### src/rtl/bit_serializer.sv
// Parallel-to-serial framer: 2-entry input FIFO feeding an MSB-first shifter, back-to-back frames without gaps.
// Optional even-parity bit per frame when PARITY_EN is defined; frame_count counts completed frames.
module bit_serializer #(
  parameter int WIDTH = 8,
  parameter int CNT_W = 16
) (
  input  logic             clock,
  input  logic             reset,
  input  logic [WIDTH-1:0] data_in,
  input  logic             data_valid,
  output logic             data_ready,
  output logic             input_bit,
  output logic             bit_valid,
  output logic             busy,
  output logic [CNT_W-1:0] frame_count
);

  localparam int IDX_W = $clog2(WIDTH);
  localparam logic [IDX_W-1:0] LAST_IDX = IDX_W'(WIDTH - 1);

`ifdef PARITY_EN
  typedef enum logic [1:0] {IDLE, SHIFT, PARITY} state_e;
`else
  typedef enum logic [0:0] {IDLE, SHIFT} state_e;
`endif

  state_e           state_q, state_d;
  logic [WIDTH-1:0] shreg_q, shreg_d;
  logic [IDX_W-1:0] idx_q, idx_d;
  logic [CNT_W-1:0] frame_cnt_q, frame_cnt_d;
`ifdef PARITY_EN
  logic             par_q, par_d;
`endif

  logic [WIDTH-1:0] mem_q [2];
  logic             wr_ptr_q, rd_ptr_q;
  logic [1:0]       occ_q, occ_d;
  logic             push, pop, fifo_nempty, frame_end;
  logic [WIDTH-1:0] head;

  assign fifo_nempty = (occ_q != 2'd0);
  assign head        = mem_q[rd_ptr_q];
  // Ready depends only on the registered occupancy, never on this cycle's pop.
  assign data_ready  = (occ_q != 2'd2);
  assign push        = data_valid & data_ready;

  always_comb begin
    state_d     = state_q;
    shreg_d     = shreg_q;
    idx_d       = idx_q;
    frame_cnt_d = frame_cnt_q;
    pop         = 1'b0;
    frame_end   = 1'b0;
`ifdef PARITY_EN
    par_d       = par_q;
`endif
    case (state_q)
      IDLE: ;
      SHIFT: begin
        shreg_d = shreg_q << 1;
        idx_d   = idx_q + IDX_W'(1);
        if (idx_q == LAST_IDX) begin
`ifdef PARITY_EN
          state_d = PARITY;
`else
          frame_end = 1'b1;
`endif
        end
      end
`ifdef PARITY_EN
      PARITY: frame_end = 1'b1;
`endif
      default: state_d = IDLE;
    endcase

    if (frame_end) begin
      frame_cnt_d = frame_cnt_q + CNT_W'(1);
      state_d     = IDLE;
    end

    // Loading on the frame-end edge keeps consecutive frames gap-free.
    if ((state_q == IDLE || frame_end) && fifo_nempty) begin
      pop     = 1'b1;
      shreg_d = head;
      idx_d   = '0;
      state_d = SHIFT;
`ifdef PARITY_EN
      par_d   = ^head;
`endif
    end
  end

  always_comb begin
    occ_d = occ_q;
    case ({push, pop})
      2'b10:   occ_d = occ_q + 2'd1;
      2'b01:   occ_d = occ_q - 2'd1;
      default: occ_d = occ_q;
    endcase
  end

  always_ff @(posedge clock or posedge reset) begin
    if (reset) begin
      state_q     <= IDLE;
      shreg_q     <= '0;
      idx_q       <= '0;
      frame_cnt_q <= '0;
`ifdef PARITY_EN
      par_q       <= 1'b0;
`endif
      occ_q       <= 2'd0;
      wr_ptr_q    <= 1'b0;
      rd_ptr_q    <= 1'b0;
      for (int i = 0; i < 2; i++) mem_q[i] <= '0;
    end else begin
      state_q     <= state_d;
      shreg_q     <= shreg_d;
      idx_q       <= idx_d;
      frame_cnt_q <= frame_cnt_d;
`ifdef PARITY_EN
      par_q       <= par_d;
`endif
      occ_q       <= occ_d;
      if (push) begin
        mem_q[wr_ptr_q] <= data_in;
        wr_ptr_q        <= ~wr_ptr_q;
      end
      if (pop) rd_ptr_q <= ~rd_ptr_q;
    end
  end

  always_comb begin
    input_bit = 1'b0;
    case (state_q)
      SHIFT:  input_bit = shreg_q[WIDTH-1];
`ifdef PARITY_EN
      PARITY: input_bit = par_q;
`endif
      default: input_bit = 1'b0;
    endcase
  end

  assign bit_valid   = (state_q != IDLE);
  assign busy        = bit_valid | fifo_nempty;
  assign frame_count = frame_cnt_q;

endmodule

### config.mk
export PLATFORM = sky130hd
export DESIGN_NAME = bit_serializer
export DESIGN_NICKNAME = d
export VERILOG_FILES = /design/src/rtl/bit_serializer.sv
export SDC_FILE = /design/constraint.sdc
export NUM_CORES = 1
export LEC_CHECK = 0
export BUFFER_PORTS_ARGS = -buffer_cell sky130_fd_sc_hd__buf_2
export CORE_ASPECT_RATIO = 0.7
export CORE_UTILIZATION = 47
export CTS_BUF_LIST = sky130_fd_sc_hd__clkbuf_8
export CTS_CLUSTER_SIZE = 40
export DETAILED_ROUTE_END_ITERATION = 10
export GPL_TIMING_DRIVEN = 0
export HOLD_SLACK_MARGIN = 0.02
export PLACE_DENSITY_LB_ADDON = 0.08
export SYNTH_ARGS = -nofsm -noshare
export SYNTH_HDL_FRONTEND = slang
export SYNTH_SLANG_ARGS = --single-unit
### constraint.sdc
create_clock -name clock -period 3.2 [get_ports clock]
set_input_delay 0 -clock clock [delete_from_list [all_inputs] [get_ports clock]]
set_output_delay 0 -clock clock [all_outputs]
set_load 0.03 [all_outputs]
-- After elaboration in Yosys (flattened, before gate mapping)
Cells that the tools add are included.
- magnitude comparators: 3
- bitwise logic cells: 7
- reduce and logical (&&, ||, !) cells: 7
- add/sub/neg operators: 4
- equal/unequal tests: 4
- multiplexer cells: 17
- operators by type and width (kind ; number):
    $mux W8 ; 6
    $add A16 B1 Y16 const B ; 1
    $bwmux W16 ; 1
    $demux W8 S1 ; 1
    $reduce_bool A2 Y1 ; 4
    $mux W1 ; 6
    $mux W3 ; 2
    $ge A2 B2 Y1 const B ; 2
    $not A1 Y2 ; 2
    $pmux W2 S2 ; 1
    $add A3 B1 Y3 const B ; 1
    $eq A3 B3 Y1 const B ; 1
    $not A1 Y1 ; 3
    $add A2 B1 Y2 const B ; 1
    $eq A2 B1 Y1 const B ; 1
    $eq A2 B2 Y1 const B ; 1
    $logic_and A1 B1 Y1 ; 2
    $lt A2 B1 Y1 const B ; 1
    $ne A2 B2 Y1 const B ; 1
    $sub A2 B1 Y2 const B ; 1
    $and A1 B1 Y1 ; 1
    $logic_or A1 B1 Y1 ; 1
    $or A1 B1 Y1 ; 1
- bits in registers: 48
- input port bits: 11
- output and inout bits: 20
- logic and storage cells: 51

-- Longest topological paths before layout
- depth after elaboration: 8
- depth in mapped cells: 9
- depth with buffers taken out: 8

-- Worst setup path before layout
Ideal clock, no wire load.
- path type: reg2reg
- from: register idx_q[0]
- to: register occ_q[1]
- required time: 3.068 ns
- cell stages (with the launch flop): 10
- path buffers: 1
- setup slack: 1.441 ns
- period minus slack after synthesis: 1.759 ns
- arrival: 1.627 ns
- library setup time: 0.132 ns
- cell sequence: dfrtp_1 > ha_1 > ha_1 > inv_1 > a21oi_4 > buf_8 > ha_1 > xnor2_1 > nor2_1 > xor2_1
- longest elaborated chain between the ends: 8
- elaborated cells on any way between the ends: 10
- classes of those cells: eq/ne (3); mux (4); reduce/logical (3)
- RTL lines (what ; line ; text):
    start: declaration ; 29 ; logic [IDX_W-1:0] idx_q, idx_d;
    start signal: assignment ; 118 ; idx_q <= idx_d;
    $eq A3 B3 Y1 (*) ; 62 ; if (idx_q == LAST_IDX) begin
    $mux W1 (*) ; 62 ;
    $mux W1 (*) ; 57 ; case (state_q)
    $logic_or A1 B1 Y1 (*) ; 82 ; if ((state_q == IDLE || frame_end) && fifo_nempty) begin
    $logic_and A1 B1 Y1 (*) ; 82 ;
    $mux W1 (*) ; 82 ;
    named net pop ; 38 ; logic push, pop, fifo_nempty, frame_end;
    $eq A2 B1 Y1 or $eq A2 B2 Y1 (tied branches) ; 95 ; case ({push, pop})
    $pmux W2 S2 or $reduce_bool A2 Y1 (tied branches) ; - ;
    end signal: assignment ; 111 ; occ_q <= 2'd0;
    end signal: assignment ; 123 ; occ_q <= occ_d;
    end: declaration ; 37 ; logic [1:0] occ_q, occ_d;
The timed path passes the listed nets; every way through them passes the cells marked *.
A chain may end at the register's enable or synchronous reset.

-- Worst setup path in the final report
Ends and elaborated chain as after synthesis.

==> impl_metrics.toml <==
[power]
combPwrFrac_pct = 38.5
p_int_mw = 1.43
clkPwrFrac_pct = 16.5
power_density_nw_per_um2 = 829
p_sw_share_pct = 35.1
power_leakage_nw = 1.27
total_power_mw = 2.20
vdd_drop_max_mv = 0.403
p_switching_mw = 0.771
seqPwrFrac_pct = 45.0

[sta]
post-route-period-util_pct = 62.0
setup_viol = 0
maxSlewViolCount = 0
finalHoldViolations = 0
setup_tns_ns = 0
worst_slew_pin_slew_ns = 0.575
relSlewSlack_pct = 61.7
worst_hold_slack_ns = 0.0379
rsz0062_at_grt = "no"
worst_slack_ns = 1.22
clock.fmax_mhz = 504
fin_crit_ns = 1.98
clock-skew-final_ns = 0.00576

[floorplanning]
ios = 31
chipWidth_um = 84.3
fp.dieH_um = 59.6
fp-row-count = 20
initial_core_util_pct = 50.1
core_um2 = 4450
die-area_um2 = 5030

[yosys]
yosys-top-cells-area = "dfrtp_1 54%, mux2_2 13%, xnor2_1 5.9%"
synth_top_area_share_pct = 53.9
syn-num-nets = 186
yosysUniqueCellTypes = 35
synth_largest_area_cell = "dfrtp_1"
syn-mean-instance-area_um2 = 13.0
postSynthCellCount = 171
syn_area_um2 = 2230
synth_seq_area_share_pct = 53.9
synth-warning-count = 0
synth-seq-cells = 48

[clock_network]
cts-buffers-inserted = 5
post-cts-setup-buffers = 0
clock_latency_ns = 0.30
cts_root_buffer = "clkbuf_8"
cts_hold_buffers = 9
path_clk_slew_ns = 0.08
clockBufferDepth = 2
cts_tree = "built"
htree_levels = 2
cts.sinks = 48
postCtsResizedCells = 0

[global_route]
grt_pass1_wl_um = 6690
grt_usage_pct = 17.8
grt_max_degree = 33
grt_pass1_vias = 1425
gr-total-overflow = 0
antenna_found_initial = 0

[critical_path]
required_ns = 3.42
rr_startpoint = "idx_q[0]$_DFFE_PP0P_"
end_kind = "register"
r2r_cells = 8
path_class = "register to register"
regToRegSetupSlack_ns = 1.22
crit_fanout = 10
start_kind = "register"
rr_endpoint = "occ_q[1]$_DFFE_PP0P_"
worstPathArrival_ns = 2.21

[detailed_routing]
route.detailed.drc = 6
drt_iter0_drc = 32
dr.pass1.iters = 7
vias = 1383
wire_per_inst_um = 13.9
ant_nets = 0
drt-vias-per-instance = 5.05
wirelength_um = 3820

[worst_hold_path]
min_path_cells = 3
hp-start = "data_valid"
hold_class = "input pin to register"
worstHoldEndpoint = "wr_ptr_q$_DFFE_PP0N_"

[finish]
layout_common_cells = "48 x dfrtp_1, 31 x buf_2, 25 x mux2_2"
fillCellCount = 375
drive_gt1_share_pct = 37.4
final_common_cell = "dfrtp_1"
instances_no_fill = 274
regArea_um2 = 1200
diodes = 0
syn_to_final_growth_pct = 18.9
final_nets = 233
multi_input_area_um2 = 978

[placement]
hpwl_um = 2890
dp_cells = 257
port_buffers = 30
gp_congestion = 0.755
pre_cts_slack_ns = 1.23

[run]
maxCapViolations = 0

[status]
outcome = "finished with violations"
violations = "DRC"
-- sequential cells by signal, summed over array words and instances, names as in the netlist --
name,cells
occ_q,2
mem_q,16
rd_ptr_q,1
frame_count,16
shreg_q,8
bit_valid,1
idx_q,3
wr_ptr_q,1
-- routing by layer --
metal | track usage (%) | vias to the layer above | part of all wire (%)
met5 | 0 | - | 0
met4 | 7.39 | 0 | 1.4
li1 | - | 681 | -
met2 | 29.0 | 25 | 46
met3 | 4.32 | 4 | 4.2
met1 | 23.4 | 673 | 48
-- stage by stage --
step / utilization, % / instance area (um^2)
global placement: 55.0 / 2450
detailed placement: 55.4 / 2470
CTS: 59.5 / 2650
finish: 59.5 / 2650
global route: 59.5 / 2650
floorplan: - / 2230
-- power groups by stage --
| stage | combinational (mW) | clock, mW | sequential, mW |
|---|---|---|---|
| after floorplan | 0.636 | 0 | 1.02 |
| after CTS | 0.859 | 0.381 | 0.991 |
| after global placement | 0.812 | 0 | 0.982 |
| after detailed placement | 0.847 | 0 | 1.00 |
| final | 0.845 | 0.363 | 0.990 |
| after global routing | 0.930 | 0.409 | 1.02 |
-- kinds of logic (layout without fill, tap and decap cells) --
logic type | after synthesis | in the layout | synth area share [%]
adder cells (fa/ha/maj) | 4 | 4 | 2.24
buffers and inverters | 9 | 57 | 2.24
flip-flops | 48 | 48 | 53.9
multiplexers | 32 | 32 | 15.8
AO/OA/AOI/OAI | 11 | 11 | 3.76
XOR/XNOR | 20 | 20 | 7.86
AND/OR/NAND/NOR | 47 | 47 | 14.3
-- synthesized netlist by cell type, drive strengths merged --
| master | instances |
|---|---|
| a21oi | 1 |
| o21ai | 8 |
| mux2 | 25 |
| a21o | 1 |
| and3 | 1 |
| xnor2 | 15 |
| nor2 | 10 |
| dfrtp | 48 |
| nand2 | 14 |
| and2 | 2 |
| mux2i | 7 |
| nand2b | 2 |
| and4 | 2 |
| nor3 | 5 |
| inv | 5 |
| xor2 | 5 |
| nand3 | 5 |
| nand3b | 1 |
| ha | 4 |
| clkbuf | 1 |
| nand4 | 5 |
| buf | 3 |
| a22o | 1 |
-- how the worst max path moves through the flow --
stage | slack (ns) | from | depth (start not counted) | end
finish | 1.22 | idx_q[0]$_DFFE_PP0P_ | 8 | occ_q[1]$_DFFE_PP0P_
CTS | 1.20 | idx_q[0]$_DFFE_PP0P_ | 8 | occ_q[1]$_DFFE_PP0P_
floorplan | 1.44 | idx_q[0]$_DFFE_PP0P_ | 9 | occ_q[1]$_DFFE_PP0P_
global placement | 1.32 | idx_q[0]$_DFFE_PP0P_ | 8 | occ_q[1]$_DFFE_PP0P_
global route | 1.07 | idx_q[0]$_DFFE_PP0P_ | 8 | occ_q[1]$_DFFE_PP0P_
detailed placement | 1.23 | idx_q[0]$_DFFE_PP0P_ | 8 | occ_q[1]$_DFFE_PP0P_
-- area by class of cell --
class,count,share of cell area (%)
Buffer,4,1.18
Clock buffer,6,3.11
Clock inverter,2,0.378
Inverter,5,0.708
Multi-Input combinational cell,114,36.9
Sequential cell,48,45.3
Tap cell,55,2.60
Timing Repair Buffer,40,9.82
-- critical path, stage by stage, from the launching register on --
cell and delay [ns]:
dfrtp_1 0.39, ha_1 0.17, ha_1 0.26, inv_1 0.11
a21oi_4 0.25, buf_8 0.18, ha_1 0.26, nor2_1 0.15
xor2_1 0.15
Power figures use the tool's default switching activity.
